$ cat src/rtl/reg_pkg.sv
// Shared defaults for the datapath storage registers.
// Width and reset value used as the parameter defaults of reg_32.
package reg_pkg;

  localparam int          REG_WIDTH       = 32;
  localparam logic [31:0] REG_RESET_VALUE = 32'h0000_0000;

endpackage

$ cat src/rtl/reg_bit_en.sv
// One storage bit: synchronous active-high reset, load enable.
// The enable is a D-input mux, so the clock is never gated.
module reg_bit_en #(
  parameter logic RST_VAL = 1'b0
) (
  input  logic clk,
  input  logic rst,
  input  logic d,
  input  logic en,
  output logic q
);

  // Reset wins over load; otherwise capture when enabled, else hold.
  always_ff @(posedge clk) begin
    if (rst) begin
      q <= RST_VAL;
    end else if (en) begin
      q <= d;
    end
  end

endmodule

$ cat src/rtl/reg_32.sv
// Load-enabled storage register built from WIDTH enable flops.
// storedData comes straight from the flops; no input pass-through.
module reg_32
  import reg_pkg::*;
#(
  parameter int               WIDTH       = REG_WIDTH,
  parameter logic [WIDTH-1:0] RESET_VALUE = WIDTH'(REG_RESET_VALUE)
) (
  input  logic             clk,
  input  logic             rst,
  input  logic [WIDTH-1:0] inputData,
  input  logic             loadEnable,
  output logic [WIDTH-1:0] storedData
);

  // Each bit takes its own slice of the reset value.
  for (genvar i = 0; i < WIDTH; i++) begin : gen_bit
    reg_bit_en #(
      .RST_VAL (RESET_VALUE[i])
    ) u_bit (
      .clk (clk),
      .rst (rst),
      .d   (inputData[i]),
      .en  (loadEnable),
      .q   (storedData[i])
    );
  end

endmodule

$ cat config.mk
export PLATFORM = sky130hd
export DESIGN_NAME = reg_32
export DESIGN_NICKNAME = d
export VERILOG_FILES = /design/src/rtl/reg_pkg.sv /design/src/rtl/reg_bit_en.sv /design/src/rtl/reg_32.sv
export SDC_FILE = /design/constraint.sdc
export NUM_CORES = 1
export LEC_CHECK = 0
export CELL_PAD_IN_SITES_DETAIL_PLACEMENT = 1
export CELL_PAD_IN_SITES_GLOBAL_PLACEMENT = 1
export CORE_ASPECT_RATIO = 1.2
export CORE_MARGIN = 2
export CORE_UTILIZATION = 28
export CTS_BUF_LIST = sky130_fd_sc_hd__clkbuf_8 sky130_fd_sc_hd__clkbuf_16
export CTS_CLUSTER_DIAMETER = 60
export DETAILED_ROUTE_END_ITERATION = 12
export GPL_TIMING_DRIVEN = 0
export PLACE_DENSITY_LB_ADDON = 0.1
export SLEW_MARGIN = 20
export SYNTH_ARGS = -nofsm -noshare
export SYNTH_HDL_FRONTEND = slang
export SYNTH_HIERARCHICAL = 1
export SYNTH_SLANG_ARGS = --single-unit
$ cat constraint.sdc
create_clock -name clk -period 1.35 [get_ports clk]
set_input_delay 0.405 -clock clk [delete_from_list [all_inputs] [get_ports clk]]
set_output_delay 0.405 -clock clk [all_outputs]
set_load 0.01 [all_outputs]
==> metrics.txt, run 1 <==
status=finished clean; postcts setup bufs=0; clk slew on worst S/H paths=about 0.060 ns; Max Cap Viol=0; GR Util met1=14.3%; P_leak=0.930 nW; max-slew violations=0; FMAX=774 MHz; Post-DRT Antenna Nets=0; site row count=24; cells after synthesis=96; Power Density=1110 mW/mm²; Yosys cell types=3; Sink Count=32; minimum clock period=1.29 ns; share of cells above drive strength 1=under 10%; clk_skew=0 ns; Filler cells=427; hold path start=gen_bit[29].u_bit/q; CTS buffer count=5; Finished Cell Area=0.00188 mm²; final WL=2.87 mm; Net Count, Synth=131; Critical Path Sink Type=primary output; reg2reg path depth=2; number of diodes=0; crit share post-route=a little over nine tenths; global-route wire length before repair=4.75 mm; met3 GRT Util=6.95%; HPWL after DPL=approximately 2.1 mm; top flop regs=gen_bit.u_bit/q (32); initial antenna violation count=0; most frequent cells in the layout=32 x mux2i_1, 32 x nor2_1, 32 x dfxtp_1, 32 x clkdlybuf4s50_1, 29 x dlygate4sd2_1; crit path max-delay cell type=dfxtp_1; Worst EP required=0.95 ns; vias in the first global route=around 1100; hold_buf cts=0; crit-path max FO=2; placed cell areas=0.00182 mm²; Biggest register=gen_bit.u_bit/q; CP max stage delay=0.35 ns; sequential share of the synthesized area=59.3%; RR Endpoint=gen_bit[3].u_bit/q; H-tree level count=2; Hold Slack=0.489 ns; clock buffer depth=2; yosys warns=6; max reg flops=32; core area=0.00366 mm²; number of detailed-route iterations in the first pass=4; Crit path max-delay family=flip-flops; clk root buf=clkbuf_8; WP data arrival=0.89 ns; Avg WL per Cell=12.9 µm; Synth Area per Inst=11.3 µm²; global placer's final weighted congestion=0.599; ordered list of cells on the worst path=clkdlybuf4s15_1; Yosys reg bits=32; largest net degree at the start of global routing=33; met2 Use GR=26.2%; DRC=0; setup_tns=0 ns; hold path cells=2; total grt overflow=0; Total Routing Usage GR=14.8%; CTS tree=done; Hold Path Sink=gen_bit[29].u_bit/q; die width=60.7 µm; die height=72.1 µm; Initial Utilization=29.5%; io pins=67; area grow syn2layout=73.8%; max_slew headroom=between 50 and 60%; Worst R2R Start=gen_bit[3].u_bit/q; DR iter-0 viols=30; via count=956; Final Hold Vio Count=0; nets@finish=around 200; die area=between 0.004 and 0.005 mm²; Setup Viol. Count Final=0; worst-margin pin slew=about 0.64 ns; Worst Path Buf+Inv=1; Most Crowded Layer GR=met2; CP Launch Type=flip-flop; critical path class=flip-flop to primary output; maximum VDD drop=567 µV; Vias per Instance=around 4.3; clk_lat worst skew=0.27 ns; flop-to-flop setup slack=0.69 ns; Port Buf Inserts=66; RSZ-0062 raised after global routing=no; Hold Path Class=flip-flop to flip-flop; Syn Std Cell Area=0.00108 mm²
kinds of logic after synthesis:
family	synth area share, %
flops	59.3
mux	29.6
simple gates	11.1
worst max path at each step:
stage | slack, ns | cells past startpoint | end | from
3_3_place_gp | -1.34 | 3 | gen_bit[31].u_bit/q | loadEnable
5_1_grt | 0.0002 | 1 | storedData[14] | gen_bit[14].u_bit/q
6_report | 0.06 | 1 | storedData[14] | gen_bit[14].u_bit/q
3_5_place_dp | -0.66 | 2 | gen_bit[7].u_bit/q | rst
4_1_cts | 0.009 | 1 | storedData[14] | gen_bit[14].u_bit/q
2_1_floorplan | 0.60 | 0 | storedData[0] | gen_bit[0].u_bit/q
report_power, final:
part / total (mW) / switching, mW / internal, mW / leakage [nW]
sequential: 1.03 / 0.0255 / 1.00 / 0.264
combinational: 0.329 / 0.133 / 0.196 / 0.615
clock: 0.739 / 0.333 / 0.406 / 0.0510
timing repair:
item,4_1_cts,5_1_grt
endpoints found under the setup margin,64,3
gates cloned,0,0
resized for setup,35,3
tightest hold or removal path, stage by stage (launching register included):
cell and delay [ns]:
dfxtp_1 0.32, mux2i_1 0.06, nor2_1 0.07
cell usage after synthesis:
library cell	number	share of area (%)
mux2i_1	32	30
dfxtp_1	32	59
nor2_1	32	11
final cells by class:
cell class | instances | area, µm² | share of cell area [%]
Sequential cell | 32 | 641 | 34.1
Timing Repair Buffer | 67 | 641 | 34.1
Multi-Input combinational cell | 64 | 440 | 23.4
Clock buffer | 6 | 82.6 | 4.39
Tap cell | 52 | 65.1 | 3.46
Clock inverter | 2 | 10.0 | 0.533
through the flow:
step	cells	worst slack, ns	power, mW	util, %
finish	223	0.0575	2.09	51.3
global placement	214	-1.34	1.41	49.3
CTS	223	0.00940	2.15	51.2
global route	223	0.000204	2.23	51.3
detailed placement	215	-0.661	1.42	49.7
floorplan	96	0.599	1.16	-
layer usage:
metal | share of wire [%] | up-vias | wire length (µm)
met4 | 2.0 | 0 | 56
met2 | 52 | 46 | 1480
met5 | 0 | - | 0
li1 | - | 467 | -
met1 | 36 | 438 | 1040
met3 | 10 | 5 | 294
Power figures use the tool's default switching activity.
==> run 2, diff against run 1 <==
--- a/config.mk
+++ b/config.mk
@@ -13,8 +13,9 @@
 export CTS_BUF_LIST = sky130_fd_sc_hd__clkbuf_8 sky130_fd_sc_hd__clkbuf_16
 export CTS_CLUSTER_DIAMETER = 60
 export DETAILED_ROUTE_END_ITERATION = 12
+export GPL_ROUTABILITY_DRIVEN = 0
 export GPL_TIMING_DRIVEN = 0
-export PLACE_DENSITY_LB_ADDON = 0.1
+export PLACE_DENSITY_LB_ADDON = 0.12
 export SLEW_MARGIN = 20
 export SYNTH_ARGS = -nofsm -noshare
 export SYNTH_HDL_FRONTEND = slang
==> run 2 against run 1 <==
Against the previous run: setup slack got worse by 0.016 ns; routed wire length fell by 3.8%; sequential share of layout area is 0.25 points lower.
==> metrics.txt, run 2 (synthesis gave the netlist of run 1 again) <==
clk root buf=clkbuf_8; largest net degree at the start of global routing=33 (unchanged); die area=0.00438 mm² (unchanged); WP data arrival=0.90 ns (about the same); number of detailed-route iterations in the first pass=2 (-2); total grt overflow=0 (unchanged); die width=60.7 µm (unchanged); combinational power share=14.6% (-1.1 points); CP Launch Type=flip-flop; Net Switching=0.494 mW (+0.54%); share of cells above drive strength 1=5.85% (-0.58 points); die height=72.1 µm (unchanged); top flop regs=gen_bit.u_bit/q (32); CTS tree=done; Finished Cell Area=0.00189 mm² (+0.73%); clock buffer depth=2 (unchanged); crit-path max FO=2 (unchanged); reg2reg path depth=2 (unchanged); final WL=2.76 mm (-3.8%); H-tree level count=2 (unchanged); Int Pwr=1.74 mW (+8.3%); max_slew headroom=57.1% (-0.35 points); sequential power share=46.0% (-3.0 points); DRC=0 (unchanged); site row count=24 (unchanged); initial antenna violation count=0 (unchanged); critical path class=flip-flop to primary output; hold_buf cts=0 (unchanged); FMAX=764 MHz (-1.2%); maximum VDD drop=840 µV (+48%); Sink Count=32 (unchanged); Sw Ratio=22.2% (-1.3 points); via count=947 (-0.94%); Vias per Instance=4.25 (-0.94%); Post-DRT Antenna Nets=0 (unchanged); Worst Path Buf+Inv=1 (unchanged); clk slew on worst S/H paths=0.06 ns (about the same); Filler cells=429 (+0.47%); Final Hold Vio Count=0 (unchanged); Power Density=1180 mW/mm² (+5.7%); clk_skew=0 ns (unchanged); CTS buffer count=5 (unchanged); hold path cells=2 (unchanged); HPWL after DPL=2.09 mm (-2.9%); postcts setup bufs=0 (unchanged); io pins=67 (unchanged); clock share of power=39.4% (+4.1 points); max reg flops=32 (unchanged); placed cell areas=0.00182 mm² (unchanged); Max Cap Viol=0 (unchanged); Biggest register=gen_bit.u_bit/q; Hold Path Class=flip-flop to flip-flop; Worst EP required=0.95 ns (about the same); vias in the first global route=990 (-8.0%); clk_lat worst skew=0.28 ns (about the same); placed cells=215 (unchanged); minimum clock period=1.31 ns (+0.0162 ns); ordered list of cells on the worst path=dlygate4sd2_1; Initial Utilization=29.5% (unchanged); core area=0.00366 mm² (unchanged); crit share post-route=96.9% (+1.2 points); Critical Path Sink Type=primary output; Total Routing Usage GR=13.9% (-0.93 points); post-CTS sizing=35 (unchanged); Setup Viol. Count Final=0 (unchanged); DR iter-0 viols=20 (-33%); global-route wire length before repair=4.39 mm (-7.6%); CP max stage delay=0.34 ns (about the same); status=finished clean; P_leak=0.941 nW (+1.2%); nets@finish=205 (unchanged); Post-Layout Cell Count=223 (unchanged); critical path depth in cells=1 (unchanged); Avg WL per Cell=12.4 µm (-3.8%); worst-margin pin slew=0.644 ns (+0.00522 ns); area grow syn2layout=75.1%; most frequent cells in the layout=32 x mux2i_1, 32 x nor2_1, 32 x dfxtp_1, 32 x clkdlybuf4s50_1, 30 x dlygate4sd2_1; RSZ-0062 raised after global routing=no; crit path max-delay cell type=dfxtp_1; setup_tns=0 ns (unchanged); Crit path max-delay family=flip-flops; Port Buf Inserts=66 (unchanged); number of diodes=0 (unchanged); max-slew violations=0 (unchanged)
## run 2: final timing paths
check	startpoint	end	slack, ns
worst max-delay path	gen_bit[6].u_bit/q	storedData[6]	0.04
worst min-delay path	gen_bit[11].u_bit/q	gen_bit[11].u_bit/q	0.49
worst max register to register	gen_bit[9].u_bit/q	gen_bit[9].u_bit/q	0.71
worst min register to register	gen_bit[11].u_bit/q	gen_bit[11].u_bit/q	0.49
## run 2: power groups by stage
| stage | sequential (mW) | clock (mW) | combinational (mW) |
|---|---|---|---|
| 6_report | 1.03 | 0.878 | 0.327 |
| 5_1_grt | 1.03 | 0.962 | 0.355 |
| 4_1_cts | 1.03 | 0.915 | 0.334 |
| 3_5_place_dp | 1.05 | 0 | 0.372 |
| 3_3_place_gp | 1.05 | 0 | 0.363 |
| 2_1_floorplan | 1.08 | 0 | 0.0800 |
## run 2: final cells by class
type | count | area (µm²) | area share (%)
Timing Repair Buffer | 67 | 639 | 33.8
Sequential cell | 32 | 641 | 33.8
Tap cell | 52 | 65.1 | 3.44
Multi-Input combinational cell | 64 | 440 | 23.3
Clock inverter | 3 | 38.8 | 2.05
Clock buffer | 5 | 68.8 | 3.64
## run 2: metal layers
metal / GRT usage [%] / share of wire (%) / up-vias
met2: 24.3 / 50 / 45
met3: 7.13 / 10 / 4
met5: 0 / 0 / -
met4: 5.80 / 0.87 / 0
met1: 13.4 / 39 / 428
li1: - / - / 470
## run 2: metrics by stage
stage / setup WS [ns] / util, % / hold slack (ns) / power, mW
2_1_floorplan: 0.599 / - / 0.477 / 1.16
3_3_place_gp: -1.34 / 49.3 / 0.472 / 1.41
3_5_place_dp: -0.624 / 49.7 / 0.480 / 1.42
4_1_cts: 0.0242 / 51.6 / 0.494 / 2.28
5_1_grt: 0.00136 / 51.7 / 0.521 / 2.35
6_report: 0.0413 / 51.7 / 0.486 / 2.23
